### config.mk
export PLATFORM = sky130hd
export DESIGN_NAME = fetch_stage
export DESIGN_NICKNAME = d
export VERILOG_FILES = /design/src/rtl/fetch_stage.sv
export SDC_FILE = /design/constraint.sdc
export NUM_CORES = 1
export LEC_CHECK = 0
export CAP_MARGIN = 25
export CORE_ASPECT_RATIO = 1.5
export CORE_MARGIN = 1.5
export CORE_UTILIZATION = 49
export CTS_BUF_LIST = sky130_fd_sc_hd__clkbuf_4 sky130_fd_sc_hd__clkbuf_8
export DETAILED_ROUTE_END_ITERATION = 7
export HOLD_SLACK_MARGIN = 0.1
export PLACE_DENSITY = 0.83
export SETUP_SLACK_MARGIN = 0.2
export SYNTH_ARGS = -nofsm -noshare
export SYNTH_HDL_FRONTEND = slang
export SYNTH_SLANG_ARGS = --single-unit
### constraint.sdc
create_clock -name i_clk -period 2.87 [get_ports i_clk]
set_input_delay 0.287 -clock i_clk [delete_from_list [all_inputs] [get_ports i_clk]]
set_output_delay 0.287 -clock i_clk [all_outputs]
set_load 0.02 [all_outputs]
### src/rtl/fetch_stage.sv
// Instruction-fetch stage: owns the PC and the IF/ID register, loads reset/interrupt vectors from imem.
// Optional stall/flush performance counters are enabled with `define FETCH_PERF_COUNTERS_EN.
module fetch_stage #(
    parameter int          ADDR_WIDTH        = 16,
    parameter int          RESET_VECTOR_ADDR = 0,
    parameter int          INT_VECTOR_ADDR   = 1,
    parameter logic [15:0] NOP_INSTR         = 16'h0000
) (
    input  logic                  i_clk,
    input  logic                  i_reset,
    input  logic [15:0]           i_imem_data,
    input  logic                  i_stall,
    input  logic                  i_branch_taken,
    input  logic [ADDR_WIDTH-1:0] i_branch_target,
    input  logic                  i_interrupt,
    output logic [ADDR_WIDTH-1:0] o_imem_addr,
    output logic [15:0]           o_instr,
    output logic [ADDR_WIDTH-1:0] o_pc,
    output logic                  o_valid,
    output logic                  o_interrupt
`ifdef FETCH_PERF_COUNTERS_EN
    ,
    output logic [15:0]           o_stall_count,
    output logic [15:0]           o_flush_count
`endif
);

    typedef enum logic [1:0] {
        S_RST_VEC = 2'd0,
        S_RUN     = 2'd1,
        S_INT_VEC = 2'd2
    } state_t;

    localparam logic [ADDR_WIDTH-1:0] RST_ADDR = ADDR_WIDTH'(RESET_VECTOR_ADDR);
    localparam logic [ADDR_WIDTH-1:0] INT_ADDR = ADDR_WIDTH'(INT_VECTOR_ADDR);

    state_t                state_reg, state_next;
    logic [ADDR_WIDTH-1:0] pc_reg, pc_next;
    logic                  int_pending_reg, int_pending_next;
    logic [15:0]           instr_reg, instr_next;
    logic [ADDR_WIDTH-1:0] id_pc_reg, id_pc_next;
    logic                  valid_reg, valid_next;
    logic                  intr_reg, intr_next;
    logic [ADDR_WIDTH-1:0] vector_pc;

    // Vector words are instruction-width; fit them to the PC width.
    assign vector_pc = ADDR_WIDTH'(i_imem_data);

    always_comb begin
        o_imem_addr = pc_reg;
        case (state_reg)
            S_RST_VEC: o_imem_addr = RST_ADDR;
            S_INT_VEC: o_imem_addr = INT_ADDR;
            default:   o_imem_addr = pc_reg;
        endcase
    end

    always_ff @(posedge i_clk or posedge i_reset) begin
        if (i_reset) begin
            state_reg       <= S_RST_VEC;
            pc_reg          <= '0;
            int_pending_reg <= 1'b0;
            instr_reg       <= NOP_INSTR;
            id_pc_reg       <= '0;
            valid_reg       <= 1'b0;
            intr_reg        <= 1'b0;
        end else begin
            state_reg       <= state_next;
            pc_reg          <= pc_next;
            int_pending_reg <= int_pending_next;
            instr_reg       <= instr_next;
            id_pc_reg       <= id_pc_next;
            valid_reg       <= valid_next;
            intr_reg        <= intr_next;
        end
    end

    always_comb begin
        state_next       = state_reg;
        pc_next          = pc_reg;
        int_pending_next = int_pending_reg | i_interrupt;
        instr_next       = instr_reg;
        id_pc_next       = id_pc_reg;
        valid_next       = valid_reg;
        intr_next        = intr_reg;
        case (state_reg)
            S_RST_VEC: begin
                pc_next    = vector_pc;
                instr_next = NOP_INSTR;
                valid_next = 1'b0;
                intr_next  = 1'b0;
                state_next = S_RUN;
            end
            S_RUN: begin
                if (i_branch_taken) begin
                    pc_next    = i_branch_target;
                    instr_next = NOP_INSTR;
                    valid_next = 1'b0;
                    intr_next  = 1'b0;
                end else if (i_stall) begin
                    pc_next = pc_reg;
                end else if (int_pending_reg || i_interrupt) begin
                    // The return address is the PC that was never fetched.
                    instr_next       = NOP_INSTR;
                    id_pc_next       = pc_reg;
                    valid_next       = 1'b0;
                    intr_next        = 1'b1;
                    int_pending_next = 1'b0;
                    state_next       = S_INT_VEC;
                end else begin
                    instr_next = i_imem_data;
                    id_pc_next = pc_reg;
                    valid_next = 1'b1;
                    intr_next  = 1'b0;
                    pc_next    = pc_reg + ADDR_WIDTH'(1);
                end
            end
            S_INT_VEC: begin
                if (i_branch_taken) begin
                    // Entry bubble is discarded, so take the interrupt again from the new PC.
                    pc_next          = i_branch_target;
                    instr_next       = NOP_INSTR;
                    valid_next       = 1'b0;
                    intr_next        = 1'b0;
                    int_pending_next = 1'b1;
                    state_next       = S_RUN;
                end else if (!i_stall) begin
                    pc_next    = vector_pc;
                    instr_next = NOP_INSTR;
                    valid_next = 1'b0;
                    intr_next  = 1'b0;
                    state_next = S_RUN;
                end
            end
            default: begin
                state_next = S_RST_VEC;
            end
        endcase
    end

    assign o_instr     = instr_reg;
    assign o_pc        = id_pc_reg;
    assign o_valid     = valid_reg;
    assign o_interrupt = intr_reg;

`ifdef FETCH_PERF_COUNTERS_EN
    logic [1:0]  perf_inc;
    logic [15:0] perf_cnt_reg [2];

    // Index 0: stalled run cycles, index 1: accepted redirects.
    assign perf_inc[0] = (state_reg == S_RUN) && i_stall && !i_branch_taken;
    assign perf_inc[1] = ((state_reg == S_RUN) || (state_reg == S_INT_VEC)) && i_branch_taken;

    generate
        for (genvar gi = 0; gi < 2; gi++) begin : g_perf
            always_ff @(posedge i_clk or posedge i_reset) begin
                if (i_reset) begin
                    perf_cnt_reg[gi] <= '0;
                end else if (perf_inc[gi] && (perf_cnt_reg[gi] != 16'hFFFF)) begin
                    perf_cnt_reg[gi] <= perf_cnt_reg[gi] + 16'd1;
                end
            end
        end
    endgenerate

    assign o_stall_count = perf_cnt_reg[0];
    assign o_flush_count = perf_cnt_reg[1];
`endif

endmodule
==> results.sh <==
export IMPL_cts_tree="done"
export IMPL_synthAdderAreaFrac=0.0220
export IMPL_p_int_mw=2.14
export IMPL_grt_overflow_total=0
export IMPL_vias=2509
export IMPL_synth_ff_type="dfrtp_1"
export IMPL_drt_iter0_markers=130
export IMPL_synth_edf_count=0
export IMPL_p_seq_frac=0.345
export IMPL_yosysSeqAreaShare=0.466
export IMPL_combPwrFrac=0.540
export IMPL_slowest_stage="dfrtp_1"
export IMPL_pre_cts_ws_ns=0.666
export IMPL_p_leak_nw=1.65
export IMPL_drive_gt1_frac=0.110
export IMPL_place_inst=427
export IMPL_area_delta_synth_final_pct=35.8
export IMPL_clkSinkCount=53
export IMPL_switching_share=0.431
export IMPL_dieArea_um2=6280
export IMPL_tightestPinTransition_ns=0.708
export IMPL_whs_ns=0.298
export IMPL_setup_viol=0
export IMPL_syn_cell_area_um2=2840
export IMPL_p_switching_mw=1.62
export IMPL_synth_top_family_by_area="compound AO/OA/AOI/OAI gates"
export IMPL_yosysMostFrequentCell="dfrtp_1"
export IMPL_antenna_found_initial=0
export IMPL_place_congestion=0.810
export IMPL_p_per_area_nw_per_um2=976
export IMPL_worst_slack_ns=0.650
export IMPL_synth_xor_xnor_area_share=0.0246
export IMPL_netlist_area_leader_share=0.466
export IMPL_critPathArrivalTime_ns=2.42
export IMPL_max_slew_margin=0.523
export IMPL_die_w_um=65.2
export IMPL_post_cts_buffers=0
export IMPL_worstSetupPathType="register to register"
export IMPL_grt_pass1_wl_um=12200
export IMPL_ys_types=47
export IMPL_grt_pass1_vias=2434
export IMPL_hold_buffers=0
export IMPL_grt_util_met2=0.465
export IMPL_critPathMaxStageDelay_ns=0.41
export IMPL_ys_warn_count=0
export IMPL_grt_max_degree=24
export IMPL_rsz0062_at_grt="no"
export IMPL_num_rows=33
export IMPL_h_tree_depth=2
export IMPL_port_buffers=86
export IMPL_netlist_top_cells_count="53 x dfrtp_1, 24 x o21ai_0, 20 x nand2_1"
export IMPL_clockRootBuffer="clkbuf_8"
export IMPL_setup_tns_ns=0
export IMPL_busiest_layer="met2"
export IMPL_drtAntennaViolNets=0
export IMPL_required_ns=3.07
export IMPL_synth_async_sr_flop_share=1.00
export IMPL_endpoint_kind="register"
export IMPL_nets=406
export IMPL_worstPathCellList="inv_1 -> ha_1 -> and2b_1 -> o21ai_1 -> nor2b_1 -> buf_4 -> and2_1 -> a221o_1"
export IMPL_diodes=0
export IMPL_final_cells=435
export IMPL_io_pins=87
export IMPL_viasPerCell=5.77
export IMPL_status="completed"
export IMPL_clock_path_buffers=2
export IMPL_hold_viol=0
export IMPL_wire_per_inst_um=17.7
export IMPL_vdd_ir_drop_worst_mv=0.651
export IMPL_hold_path_class="input port to async pin"
export IMPL_ctsResizeCount=0
export IMPL_start_util=0.514
export IMPL_netlist_instances=279
export IMPL_fin_crit_sh=0.773
export IMPL_clk_latency_ns=0.31
export IMPL_hpwl_um=5920
export IMPL_cts_buffers=5
export IMPL_synthTopCellsByArea="dfrtp_1 47%, mux2_2 6.7%, a22o_1 5.5%"
export IMPL_totalWireLength_um=7690
export IMPL_synthSimpleGateAreaFrac=0.176
export IMPL_final_setup_skew_ns=0.00711
export IMPL_core_area_um2=5530
export IMPL_maxCapViolCount=0
export IMPL_post_route_util=0.698
export IMPL_dr_pass1_iters=4
export IMPL_period_minus_slack_ns=2.22
export IMPL_path_max_fanout=10
export IMPL_p_clk_frac=0.115
export IMPL_ys_seq_elements=53
export IMPL_cp_start_kind="register"
export IMPL_synth_compound_area_share=0.201
export IMPL_synth_area_per_cell_um2=10.2
export IMPL_drc_errors=0
export IMPL_maxSlewViolCount=0
export IMPL_grt_use_met3=0.0339
export IMPL_yosysTopAreaCell="dfrtp_1"
export IMPL_max_freq_mhz=450
export IMPL_grt_usage=0.258
export IMPL_grtUsageMet1=0.302
export IMPL_synthesis_nets=321
export IMPL_die_h_um=96.3
export IMPL_path_clk_slew_ns=0.10
export IMPL_synth_mux_area_frac=0.0673
-- per-layer routing --
metal / vias to the layer above / share of wire
li1: 1181 / -
met1: 1220 / 0.39
met2: 83 / 0.53
met3: 25 / 0.036
met4: 0 / 0.038
met5: - / 0
-- critical path, delay by kind of cell, from the launching register on --
kind | cells | cell delay [ns]
AO/OA/AOI/OAI | 2 | 0.45
adder cells (fa/ha/maj) | 1 | 0.38
buffers and inverters | 2 | 0.29
flip-flops | 1 | 0.41
AND/OR/NAND/NOR | 3 | 0.58
-- power groups by stage --
stage | registers, mW | clock network (mW) | logic [mW]
after floorplan | 1.40 | 0 | 1.16
after global placement | 1.31 | 0 | 2.00
after detailed placement | 1.31 | 0 | 2.04
after CTS | 1.30 | 0.440 | 2.04
after global routing | 1.34 | 0.472 | 2.21
final | 1.30 | 0.434 | 2.03
-- cell usage in the layout, fill, tap and decap left out, types with 5 or more instances in the layout --
| cell | count |
|---|---|
| nor2_1 | 14 |
| o21ai_0 | 24 |
| clkbuf_8 | 5 |
| clkdlybuf4s50_1 | 86 |
| mux2_2 | 17 |
| a22o_1 | 18 |
| and2_1 | 16 |
| ha_1 | 5 |
| a31oi_1 | 6 |
| buf_4 | 9 |
| nand2_1 | 20 |
| and3_1 | 6 |
| inv_1 | 7 |
| a21oi_1 | 9 |
| dfrtp_1 | 53 |
| xnor2_1 | 5 |
| nand3_1 | 9 |
-- per-stage QoR --
stage | power (mW) | cell area [um2]
detailed placement | 3.35 | 3770
global placement | 3.31 | 3770
floorplan | 2.55 | 2840
finish | 3.77 | 3860
CTS | 3.78 | 3860
global route | 4.02 | 3860
-- cell families after synthesis --
group,count (synthesis)
AND/OR/NAND/NOR,88
multiplexers,17
XOR/XNOR,8
flip-flops,53
adder cells (fa/ha/maj),5
buffers and inverters,25
AO/OA/AOI/OAI,83
-- cell type report --
| class | count | area [um2] |
|---|---|---|
| flip-flops and latches | 53 | 1330 |
| fillers | 445 | 1670 |
| repair buffers | 95 | 928 |
| well taps | 70 | 87.6 |
| inverters | 8 | 30.0 |
| multi-input cells | 201 | 1400 |
| clock buffers | 5 | 68.8 |
| clock inverters | 3 | 21.3 |
-- path summary, 6_finish.rpt --
path | slack [ns] | start | cells after the start | end
min | 0.30 | i_reset | 2 | o_pc[5]
min reg2reg | 0.50 | o_interrupt | 2 | o_interrupt
max reg2reg | 0.65 | state_reg[1] | 8 | pc_reg[7]
max in group asynchronous | 1.93 | i_reset | 3 | o_instr[9]
max | 0.65 | state_reg[1] | 8 | pc_reg[7]
min in group i_clk | 0.50 | o_interrupt | 2 | o_interrupt
Power figures use the tool's default switching activity.
